[config.mk]
export PLATFORM = sky130hd
export DESIGN_NAME = dram_port_arbiter
export DESIGN_NICKNAME = d
export VERILOG_FILES = /design/src/rtl/dram_port_arbiter.sv
export SDC_FILE = /design/constraint.sdc
export NUM_CORES = 1
export LEC_CHECK = 0
export CORE_AREA = 2 2 333 335
export DETAILED_ROUTE_END_ITERATION = 10
export DIE_AREA = 0 0 335 337
export GPL_ROUTABILITY_DRIVEN = 0
export PLACE_DENSITY = 0.37
export SYNTH_ARGS = -nofsm -noshare
export SYNTH_HDL_FRONTEND = slang
export SYNTH_SLANG_ARGS = --single-unit
[constraint.sdc]
create_clock -name clk_i -period 2.3 [get_ports clk_i]
set_input_delay 0.23 -clock clk_i [delete_from_list [all_inputs] [get_ports clk_i]]
set_output_delay 0.23 -clock clk_i [all_outputs]
set_load 0.02 [all_outputs]
[src/rtl/dram_port_arbiter.sv]
// Two-port round-robin arbiter in front of a single DRAM controller port.
// Serves one transaction at a time and enforces a grant-to-ack timeout.
module dram_port_arbiter #(
    parameter int ADDR_W      = 26,
    parameter int DATA_W      = 128,
    parameter int TIMEOUT_CYC = 1024
) (
    input  logic              clk_i,
    input  logic              rst_i,
    input  logic              p0_read,
    input  logic              p0_write,
    input  logic [ADDR_W-1:0] p0_address,
    input  logic [DATA_W-1:0] p0_write_data,
    output logic [DATA_W-1:0] p0_read_data,
    output logic              p0_ack,
    input  logic              p1_read,
    input  logic              p1_write,
    input  logic [ADDR_W-1:0] p1_address,
    input  logic [DATA_W-1:0] p1_write_data,
    output logic [DATA_W-1:0] p1_read_data,
    output logic              p1_ack,
    output logic              mc_read,
    output logic              mc_write,
    output logic [ADDR_W-1:0] mc_address,
    output logic [DATA_W-1:0] mc_write_data,
    input  logic [DATA_W-1:0] mc_read_data,
    input  logic              mc_ack,
    input  logic              mc_busy,
    output logic              timeout_err
);

    typedef enum logic [1:0] {INIT, IDLE, ISSUE, GAP} state_t;

    localparam logic [15:0] TIMEOUT_LIMIT = 16'(TIMEOUT_CYC);

    state_t              state_q, state_d;
    logic                lastGrant_q, lastGrant_d;
    logic                winner_q, winner_d;
    logic                isWrite_q, isWrite_d;
    logic [15:0]         timeoutCnt_q, timeoutCnt_d;
    logic                mcRead_q, mcRead_d;
    logic                mcWrite_q, mcWrite_d;
    logic [ADDR_W-1:0]   mcAddress_q, mcAddress_d;
    logic [DATA_W-1:0]   mcWriteData_q, mcWriteData_d;
    logic [DATA_W-1:0]   p0ReadData_q, p0ReadData_d;
    logic [DATA_W-1:0]   p1ReadData_q, p1ReadData_d;
    logic                p0Ack_q, p0Ack_d;
    logic                p1Ack_q, p1Ack_d;
    logic                timeoutErr_q, timeoutErr_d;

    logic                pend0, pend1, pickP1, grantWrite, timeoutHit;
    logic [15:0]         cntInc;

    // On a tie the port that did not win last time is chosen; write beats read.
    assign pend0      = p0_read | p0_write;
    assign pend1      = p1_read | p1_write;
    assign pickP1     = pend1 & (~pend0 | ~lastGrant_q);
    assign grantWrite = pickP1 ? p1_write : p0_write;
    assign cntInc     = timeoutCnt_q + 16'd1;
    assign timeoutHit = (cntInc == TIMEOUT_LIMIT);

    always_ff @(posedge clk_i) begin
        if (rst_i) begin
            state_q       <= INIT;
            lastGrant_q   <= 1'b1;
            winner_q      <= 1'b0;
            isWrite_q     <= 1'b0;
            timeoutCnt_q  <= '0;
            mcRead_q      <= 1'b0;
            mcWrite_q     <= 1'b0;
            mcAddress_q   <= '0;
            mcWriteData_q <= '0;
            p0ReadData_q  <= '0;
            p1ReadData_q  <= '0;
            p0Ack_q       <= 1'b0;
            p1Ack_q       <= 1'b0;
            timeoutErr_q  <= 1'b0;
        end else begin
            state_q       <= state_d;
            lastGrant_q   <= lastGrant_d;
            winner_q      <= winner_d;
            isWrite_q     <= isWrite_d;
            timeoutCnt_q  <= timeoutCnt_d;
            mcRead_q      <= mcRead_d;
            mcWrite_q     <= mcWrite_d;
            mcAddress_q   <= mcAddress_d;
            mcWriteData_q <= mcWriteData_d;
            p0ReadData_q  <= p0ReadData_d;
            p1ReadData_q  <= p1ReadData_d;
            p0Ack_q       <= p0Ack_d;
            p1Ack_q       <= p1Ack_d;
            timeoutErr_q  <= timeoutErr_d;
        end
    end

    always_comb begin
        state_d       = state_q;
        lastGrant_d   = lastGrant_q;
        winner_d      = winner_q;
        isWrite_d     = isWrite_q;
        timeoutCnt_d  = timeoutCnt_q;
        mcRead_d      = mcRead_q;
        mcWrite_d     = mcWrite_q;
        mcAddress_d   = mcAddress_q;
        mcWriteData_d = mcWriteData_q;
        p0ReadData_d  = p0ReadData_q;
        p1ReadData_d  = p1ReadData_q;
        p0Ack_d       = 1'b0;
        p1Ack_d       = 1'b0;
        timeoutErr_d  = timeoutErr_q;

        case (state_q)
            INIT: begin
                mcRead_d  = 1'b0;
                mcWrite_d = 1'b0;
                if (!mc_busy) state_d = IDLE;
            end
            IDLE: begin
                if (pend0 | pend1) begin
                    winner_d      = pickP1;
                    lastGrant_d   = pickP1;
                    isWrite_d     = grantWrite;
                    mcAddress_d   = pickP1 ? p1_address : p0_address;
                    mcWriteData_d = pickP1 ? p1_write_data : p0_write_data;
                    mcWrite_d     = grantWrite;
                    mcRead_d      = ~grantWrite;
                    timeoutCnt_d  = '0;
                    state_d       = ISSUE;
                end
            end
            ISSUE: begin
                timeoutCnt_d = cntInc;
                // An ack arriving in the timeout cycle still counts as a clean completion.
                if (mc_ack || timeoutHit) begin
                    mcRead_d  = 1'b0;
                    mcWrite_d = 1'b0;
                    p0Ack_d   = ~winner_q;
                    p1Ack_d   = winner_q;
                    if (!isWrite_q) begin
                        if (winner_q) p1ReadData_d = mc_ack ? mc_read_data : '0;
                        else          p0ReadData_d = mc_ack ? mc_read_data : '0;
                    end
                    if (!mc_ack) timeoutErr_d = 1'b1;
                    state_d = GAP;
                end
            end
            GAP: begin
                state_d = IDLE;
            end
            default: begin
                state_d = INIT;
            end
        endcase
    end

    assign p0_read_data  = p0ReadData_q;
    assign p1_read_data  = p1ReadData_q;
    assign p0_ack        = p0Ack_q;
    assign p1_ack        = p1Ack_q;
    assign mc_read       = mcRead_q;
    assign mc_write      = mcWrite_q;
    assign mc_address    = mcAddress_q;
    assign mc_write_data = mcWriteData_q;
    assign timeout_err   = timeoutErr_q;

endmodule
Yosys cells after proc, flatten, opt, wreduce, memory -nomap -nowiden

Cells that the tools add are included.

Flip-flop bits (word level): 436
Input bits: 444
Output and inout port bits: 415
Word-level logic and storage cells: 62

Add/subtract/negate cells: 1
Eq/ne operators: 7
Mux-type cells: 15
Bitwise gates (word level): 13
Reduce and logical (&&, ||, !) cells: 12

Operator list:

| cell                  | number |
|---|---|
| $mux 128              | 2 |
| $pmux 16 s2           | 1 |
| $mux 26               | 1 |
| $add 16x1->16 const B | 1 |
| $eq 16x11->1 const B  | 1 |
| $mux 16               | 1 |
| $reduce_and 3->1      | 3 |
| $not 1->1             | 8 |
| $pmux 2 s4            | 1 |
| $reduce_and 4->1      | 2 |
| $mux 2                | 3 |
| $ne 2x2->1 const B    | 3 |
| $pmux 1 s3            | 2 |
| $eq 2x2->1 const B    | 2 |
| $mux 1                | 4 |
| $or 1x1->1            | 4 |
| $reduce_and 2->1      | 2 |
| $reduce_bool 3->1     | 1 |
| $reduce_or 3->1       | 1 |
| $eq 2x1->1 const B    | 1 |
| $logic_not 2->1       | 1 |
| $reduce_bool 2->1     | 1 |
| $and 1x1->1           | 1 |
| $logic_or 1x1->1      | 1 |

Logic depth before layout (Yosys ltp)

Gate-level depths: netlist of run 1.

Depth in word-level cells: 8
Depth in mapped cells: 11

Least setup slack after synthesis of run 1

OpenSTA, ideal clock, no wires.

Path type: reg2reg
From: register timeoutCnt_q[0]
To: register state_q[0]
Library setup time: 0.123 ns
Data arrival time: 2.342 ns
Path slack: -0.166 ns
Cell stages (with the launch flop): 9
Cells stage by stage: dfxtp_1 ha_1 nand3_1 nor3_2 a31oi_1 nor3b_2 a21boi_1 a221oi_2 mux2_1

Longest elaborated chain between the ends: 5

RTL lines:

| what                              | line | text |
|---|---|---|
| start, declared                   | 40   | `logic [15:0] timeoutCnt_q, timeoutCnt_d;` |
| start signal, assigned            | 83   | `timeoutCnt_q <= timeoutCnt_d;` |
| $add 16x1->16                     | 59   | `assign cntInc = timeoutCnt_q + 16'd1;` |
| $eq 16x11->1                      | 60   | `assign timeoutHit = (cntInc == TIMEOUT_LIMIT);` |
| $logic_or 1x1->1                  | 134  | `if (mc_ack \|\| timeoutHit) begin` |
| $ne 2x2->1 (no source line)       | n/a  |  |
| $reduce_and 3->1 (no source line) | n/a  |  |
| end signal, assigned              | 79   | `state_q <= state_d;` |
| end, declared                     | 36   | `state_t state_q, state_d;` |

No other way between the ends.
A chain may end at the register's enable or synchronous reset.

Worst setup path after layout of run 1

From: register timeoutCnt_q[3]
To: register state_q[0]

Same word-level chain as after synthesis.

==> flow_summary.ini, run 1 <==
[run_status]
status = finished, violations left
violations = setup timing

[yosys]
synth.distinct_cells = 59
async_reset_ff_share_pct = 0
ys_seq_area_share_pct = 49.8
avgSynthCellArea_um2 = 8.66
syn-cell-area_um2 = 17500
synth.ff_latch_count = 436
synth_cells = 2023
synth_top_area_cell = dfxtp_1
synth_edf_count = 0
synth_nets = 2473
yosysTopAreaCellShare_pct = 49.8
yosysWarnings = 0
synth_flop_cell = dfxtp_1
synth.area.top_cells = dfxtp_1 (50%), mux2i_1 (8.9%), a21oi_1 (7.8%), a211oi_1 (6.6%), nand2_1 (5.9%)

[die]
start_util_pct = 16.0
die_w_um = 335
io_pins = 859
die_area_um2 = 113000
placeableCoreArea_um2 = 110000
row_count = 122
die_h_um = 337

[power_and_ir_drop]
internal_power_mw = 19.0
power_density_nw_per_um2 = 954
leakage_nw = 10.5
clkPwrFrac_pct = 31.6
swShare_pct = 35.1
ir_worst_vdd_mv = 0.632
fin_total_pwr_mw = 29.3
p_sw_mw = 10.3
pwr-share-comb_pct = 36.0
power_frac_seq_pct = 32.4

[hold_path]
hold_path_end = p1_read_data[62]
hold_start = mc_read_data[62]
hold_depth = 3
hp-class = in -> reg

[sta]
finalHoldViolations = 0
min_period_over_period_pct = 102
max_slew.worst_pin.slew_ns = 0.775
rsz0062_at_grt = true
fmax_ghz = 0.428
fin_skew_ns = 0.0214
fin_ws_ns = -0.0361
setup_viol = 18
whs_ns = 0.145
drv_slew = 0
period_minus_slack_ns = 2.34
slew_headroom_pct = 47.8

[setup_path]
regToRegStartpoint = timeoutCnt_q[3]
critPathRequiredTime_ns = 2.83
start_kind = flop
crit_buf_inv = 3
crit_fanout = 4
path_cells = buf_4 -> nand4_4 -> buf_4 -> nor4_4 -> xor2_1 -> nor3b_2 -> buf_4 -> a21boi_2 -> a221oi_2 -> mux2_1
cp_slowest_cell = dfxtp_2
slowest_delay_ns = 0.35
r2r_end = state_q[0]
end_kind = flop
crit_family = simple AND/OR/NAND/NOR gates
crit_type = reg -> reg
worstRegToRegCells = 10
path_common_cell = buf_4
r2r_slack_ns = -0.04
critical_path_arrival_ns = 2.87

[clock_tree]
tritoncts = done
root_buffer = clkbuf_16
clk_latency_ns = 0.66
cts_buffers = 56
clock_sinks = 436
clk_pin_slew_worst_paths_ns = 0.06
clockBufferDepth = 3
htreeDepth = 2

[route]
vias_per_cell = 4.23
routed_wl_mm = 94.6
drtAntennaViolNets = 0
via_count = 18500
firstDrtPassIters = 5
drtIter0Drc = 816
drc = 0
wl_per_cell_um = 21.7

[layout]
syn2layout_area_growth_pct = 75.2
drive_above_1_share_pct = 9.56
finalNetCount = 3331
mostFrequentLayoutCell = clkdlybuf4s50_1
fin_area_um2 = 30700
layout_common_cells = clkdlybuf4s50_1 (854), dfxtp_1 (425), a21oi_1 (273)

[place]
io_buffers = 858
placed_cell_area_um2 = 28500
dp_hpwl_mm = 73.6

[job]
drv_cap = 0

[grt]
grt_max_degree = 86
grt_overflow = 0
grt_pass1_vias = 18600
grt_pass1_wl_mm = 133
grt_use_total_pct = 15.9
antenna_found_initial = 43
[sequential cells by signal (all words and copies together), names as in the netlist]
signal	flops
mc_address	26
mc_write	1
mc_read	1
lastGrant_q	1
p1_ack	1
p1_read_data	128
isWrite_q	1
mc_write_data	128
state_q	2
p0_ack	1
p0_read_data	128
timeoutCnt_q	16
winner_q	1
timeout_err	1
[cell families (layout without fill, tap and decap cells)]
group           Yosys count  in the layout  share of synthesized area, %
simple gates            497            497                          11.8
flops                   436            436                          49.8
buf+inv                 197           1103                          4.98
compound gates          728            728                          23.9
mux                     157            157                          8.98
fa+ha+maj                 6              6                         0.429
other cells               0             11                             0
xor+xnor                  2              2                         0.100
[synthesized netlist by cell type, types with 3 or more instances]
cell type	number
a211oi_1	154
a21oi_1	273
a311oi_1	5
a31oi_1	4
and3_1	3
and4_1	3
buf_1	5
buf_2	5
buf_6	13
clkbuf_1	159
clkbuf_2	8
dfxtp_1	436
ha_1	6
inv_1	4
mux2i_1	156
nand2_1	273
nand2b_1	6
nand3_1	7
nand3b_1	3
nor2_1	174
nor2b_1	5
nor3_1	3
o21a_1	3
o21ai_0	159
o21ai_1	101
o21ai_2	10
or3_1	3
[cell type report]
class                           count  area (um^2)
Inverter                            4         15.0
Timing Repair Buffer              993        10100
Clock inverter                     23          283
Fill cell                       11700        78900
Tap cell                         1426         1780
Antenna cell                       11         27.5
Multi-Input combinational cell   1390         8040
Clock buffer                       83         1660
Sequential cell                   436         8760
[worst max path at each step]
stage | depth (start not counted) | startpoint | end | slack (ns)
detailed placement | 9 | timeoutCnt_q[3] | p1_read_data[72] | -0.14
global placement | 9 | timeoutCnt_q[4] | p1_read_data[13] | -0.10
floorplan | 11 | timeoutCnt_q[0] | p1_read_data[126] | 0.007
CTS | 9 | timeoutCnt_q[0] | state_q[0] | -0.04
finish | 10 | timeoutCnt_q[3] | state_q[0] | -0.04
global route | 10 | timeoutCnt_q[3] | state_q[0] | -0.16
[stage by stage]
stage / setup WS (ns) / utilization [%] / cells / TNS [ns]
floorplan: 0.00708 / - / 2023 / 0
global placement: -0.103 / 26.0 / 4239 / -2.92
detailed placement: -0.141 / 26.0 / 4239 / -9.48
CTS: -0.0368 / 27.9 / 4349 / -0.164
global route: -0.160 / 28.0 / 4366 / -17.29
finish: -0.0361 / 28.0 / 4366 / -0.239
[power groups by stage]
stage / registers [mW] / clock network [mW] / logic (mW)
floorplan: 11.0 / 0 / 3.81
global placement: 9.60 / 0 / 10.6
detailed placement: 9.62 / 0 / 10.6
CTS: 9.49 / 9.60 / 10.7
global route: 9.63 / 9.89 / 11.4
finish: 9.47 / 9.25 / 10.5
[worst reg2reg max path, stage by stage, from the launching register on]
cell and delay [ns]:
dfxtp_2 0.35, buf_4 0.13, nand4_4 0.13, buf_4 0.17, nor4_4 0.24, xor2_1 0.12, nor3b_2 0.28, buf_4 0.18
a21boi_2 0.08, a221oi_2 0.22, mux2_1 0.35
[per-layer routing]
metal  global-route usage, %  part of all wire (%)  routed length (um)  vias up
met4                    5.32                   2.8                2610       26
met1                    18.3                    40               38100     8689
met2                    26.4                    47               44800      694
met3                    6.86                   9.5                8980      173
met5                       0                  0.18                 170        -
li1                        -                     -                   -     8875
[what timing repair did]
item	CTS	global route
endpoints found under the hold margin	28	0
gates resized for setup	37	40
endpoints found under the setup margin	209	256
setup buffers	3	5
pin swaps	7	8
cloned	0	1
hold buffers	1	0
(Power assumes the default switching activity.)
==> inputs of run 2 (changes only) <==
SLEW_MARGIN = 20   (was unset)
==> results of run 2 <==
Final layout, timing and power as in run 1 (identical DEF).
==> inputs of run 3 (changes only) <==
CORE_AREA = 2 2 335 337   (was 2 2 333 335)
DIE_AREA = 0 0 337 339   (was 0 0 335 337)
PLACE_DENSITY = 0.35   (was 0.37)
clock period = 2.65 ns   (was 2.3 ns; I/O delays follow)
==> flow_summary.ini, run 3 (same netlist as run 1, synthesis figures left out) <==
[clock_tree]
clk_pin_slew_worst_paths_ns = 0.06
clk_latency_ns = 0.63
root_buffer = clkbuf_16
htreeDepth = 2
tritoncts = done
cts_hold_buf = 0
cts_buffers = 56
clock_sinks = 436
cts_setup_buffers = 0
clockBufferDepth = 3

[run_status]
status = finished, final reports clean

[hold_path]
hold_start = rst_i
hp-class = in -> reg
hold_depth = 2
hold_path_end = p1_read_data[116]

[route]
drc = 0
drtAntennaViolNets = 0
firstDrtPassIters = 5
vias_per_cell = 4.20
routed_wl_mm = 94.1
via_count = 18300
drtIter0Drc = 916
wl_per_cell_um = 21.6

[sta]
fmax_ghz = 0.399
setup_viol = 0
drv_slew = 0
slew_headroom_pct = 42.7
fin_ws_ns = 0.141
whs_ns = 0.113
fin_setup_tns_ns = 0
finalHoldViolations = 0
fin_skew_ns = 0.0171
period_minus_slack_ns = 2.51
max_slew.worst_pin.slew_ns = 0.859
min_period_over_period_pct = 94.7
rsz0062_at_grt = false

[setup_path]
crit_fanout = 7
crit_family = compound AO/OA/AOI/OAI gates
r2r_end = state_q[0]
worstRegToRegCells = 8
critical_path_arrival_ns = 3.03
cp_slowest_cell = a311o_1
start_kind = flop
end_kind = flop
r2r_slack_ns = 0.14
slowest_delay_ns = 0.37
crit_buf_inv = 0
critPathRequiredTime_ns = 3.17
crit_type = reg -> reg
path_cells = ha_1 -> a311o_1 -> o21ai_1 -> a31oi_1 -> a211oi_4 -> a21boi_1 -> a221oi_2 -> mux2_1
regToRegStartpoint = timeoutCnt_q[0]

[layout]
drive_above_1_share_pct = 6.75
mostFrequentLayoutCell = clkdlybuf4s50_1
layout_common_cells = clkdlybuf4s50_1 (857), dfxtp_1 (432), a21oi_1 (273)
fin_area_um2 = 29900
finalNetCount = 3267
syn2layout_area_growth_pct = 70.8
final_cell_count_no_fill = 4354
final_core_util_pct = 27.1
fill_cells = 11800

[die]
die_h_um = 339
placeableCoreArea_um2 = 110000
io_pins = 859
row_count = 122
die_w_um = 337
die_area_um2 = 114000
start_util_pct = 15.9

[place]
io_buffers = 858
dp_slack_ns = 0.00686
placed_cell_area_um2 = 28000
dp.cells = 4247
dp_hpwl_mm = 71.2

[power_and_ir_drop]
fin_total_pwr_mw = 24.9
p_sw_mw = 8.72
leakage_nw = 10.0
pwr-share-comb_pct = 35.6
swShare_pct = 35.1
power_frac_seq_pct = 33.0
internal_power_mw = 16.1
power_density_nw_per_um2 = 831
clkPwrFrac_pct = 31.4
ir_worst_vdd_mv = 0.530

[grt]
grt_pass1_wl_mm = 133
grt_use_total_pct = 15.8
grt_max_degree = 129
grt_overflow = 0
antenna_found_initial = 40
grt_pass1_vias = 18300

[job]
drv_cap = 0
## run 3: changes by cell type in the layout (fill, tap and decap cells not counted), sizes merged
cell           previous run  this run
buf                     137        72
clkbuf                   84        83
clkdlybuf4s50           854       857
clkinv                   14         9
clkinvlp                  2         3
diode                    11         7
dlygate4sd3               1         0
inv                       7         5
## run 3: worst reg2reg max path: stages (launching register included)
cell and delay [ns]:
dfxtp_1 0.31, ha_1 0.27, a311o_1 0.37, o21ai_1 0.10, a31oi_1 0.21, a211oi_4 0.29
a21boi_1 0.20, a221oi_2 0.29, mux2_1 0.36
## run 3: area by class of cell
class,count,area (um^2),area share [%]
Clock buffer,83,1640,5.49
Multi-Input combinational cell,1390,7980,26.7
Antenna cell,7,17.5,0.0586
Tap cell,1488,1860,6.22
Clock inverter,17,211,0.707
Timing Repair Buffer,929,9450,31.6
Sequential cell,436,8730,29.2
Inverter,4,15.0,0.0502
## run 3: worst max path at each step
stage / slack, ns / cells past startpoint / to / start
4_1_cts: 0.04 / 7 / state_q[0] / timeoutCnt_q[3]
2_1_floorplan: 0.18 / 8 / state_q[0] / timeoutCnt_q[0]
6_report: 0.14 / 8 / state_q[0] / timeoutCnt_q[0]
5_1_grt: 0.002 / 9 / p1_read_data[64] / timeoutCnt_q[8]
3_5_place_dp: 0.007 / 8 / state_q[0] / timeoutCnt_q[0]
3_3_place_gp: 0.05 / 8 / state_q[0] / timeoutCnt_q[0]
## run 3: power by group through the flow
stage | Combinational [mW] | Sequential [mW] | Clock, mW
floorplan | 3.30 | 9.51 | 0
global placement | 8.93 | 8.32 | 0
detailed placement | 8.95 | 8.32 | 0
CTS | 8.99 | 8.22 | 8.15
global route | 9.54 | 8.34 | 8.41
finish | 8.84 | 8.21 | 7.80
## run 3: timing repair
item,CTS,global route
resized for setup,2,7
endpoints found under the setup margin,1,200
pin swaps,0,1
## run 3: routing by layer
layer,up-vias,global-route usage (%),wire (um)
met5,-,0,107
met4,18,3.43,1810
met3,144,6.42,9450
met2,713,26.9,44900
met1,8661,18.3,37800
li1,8734,-,-
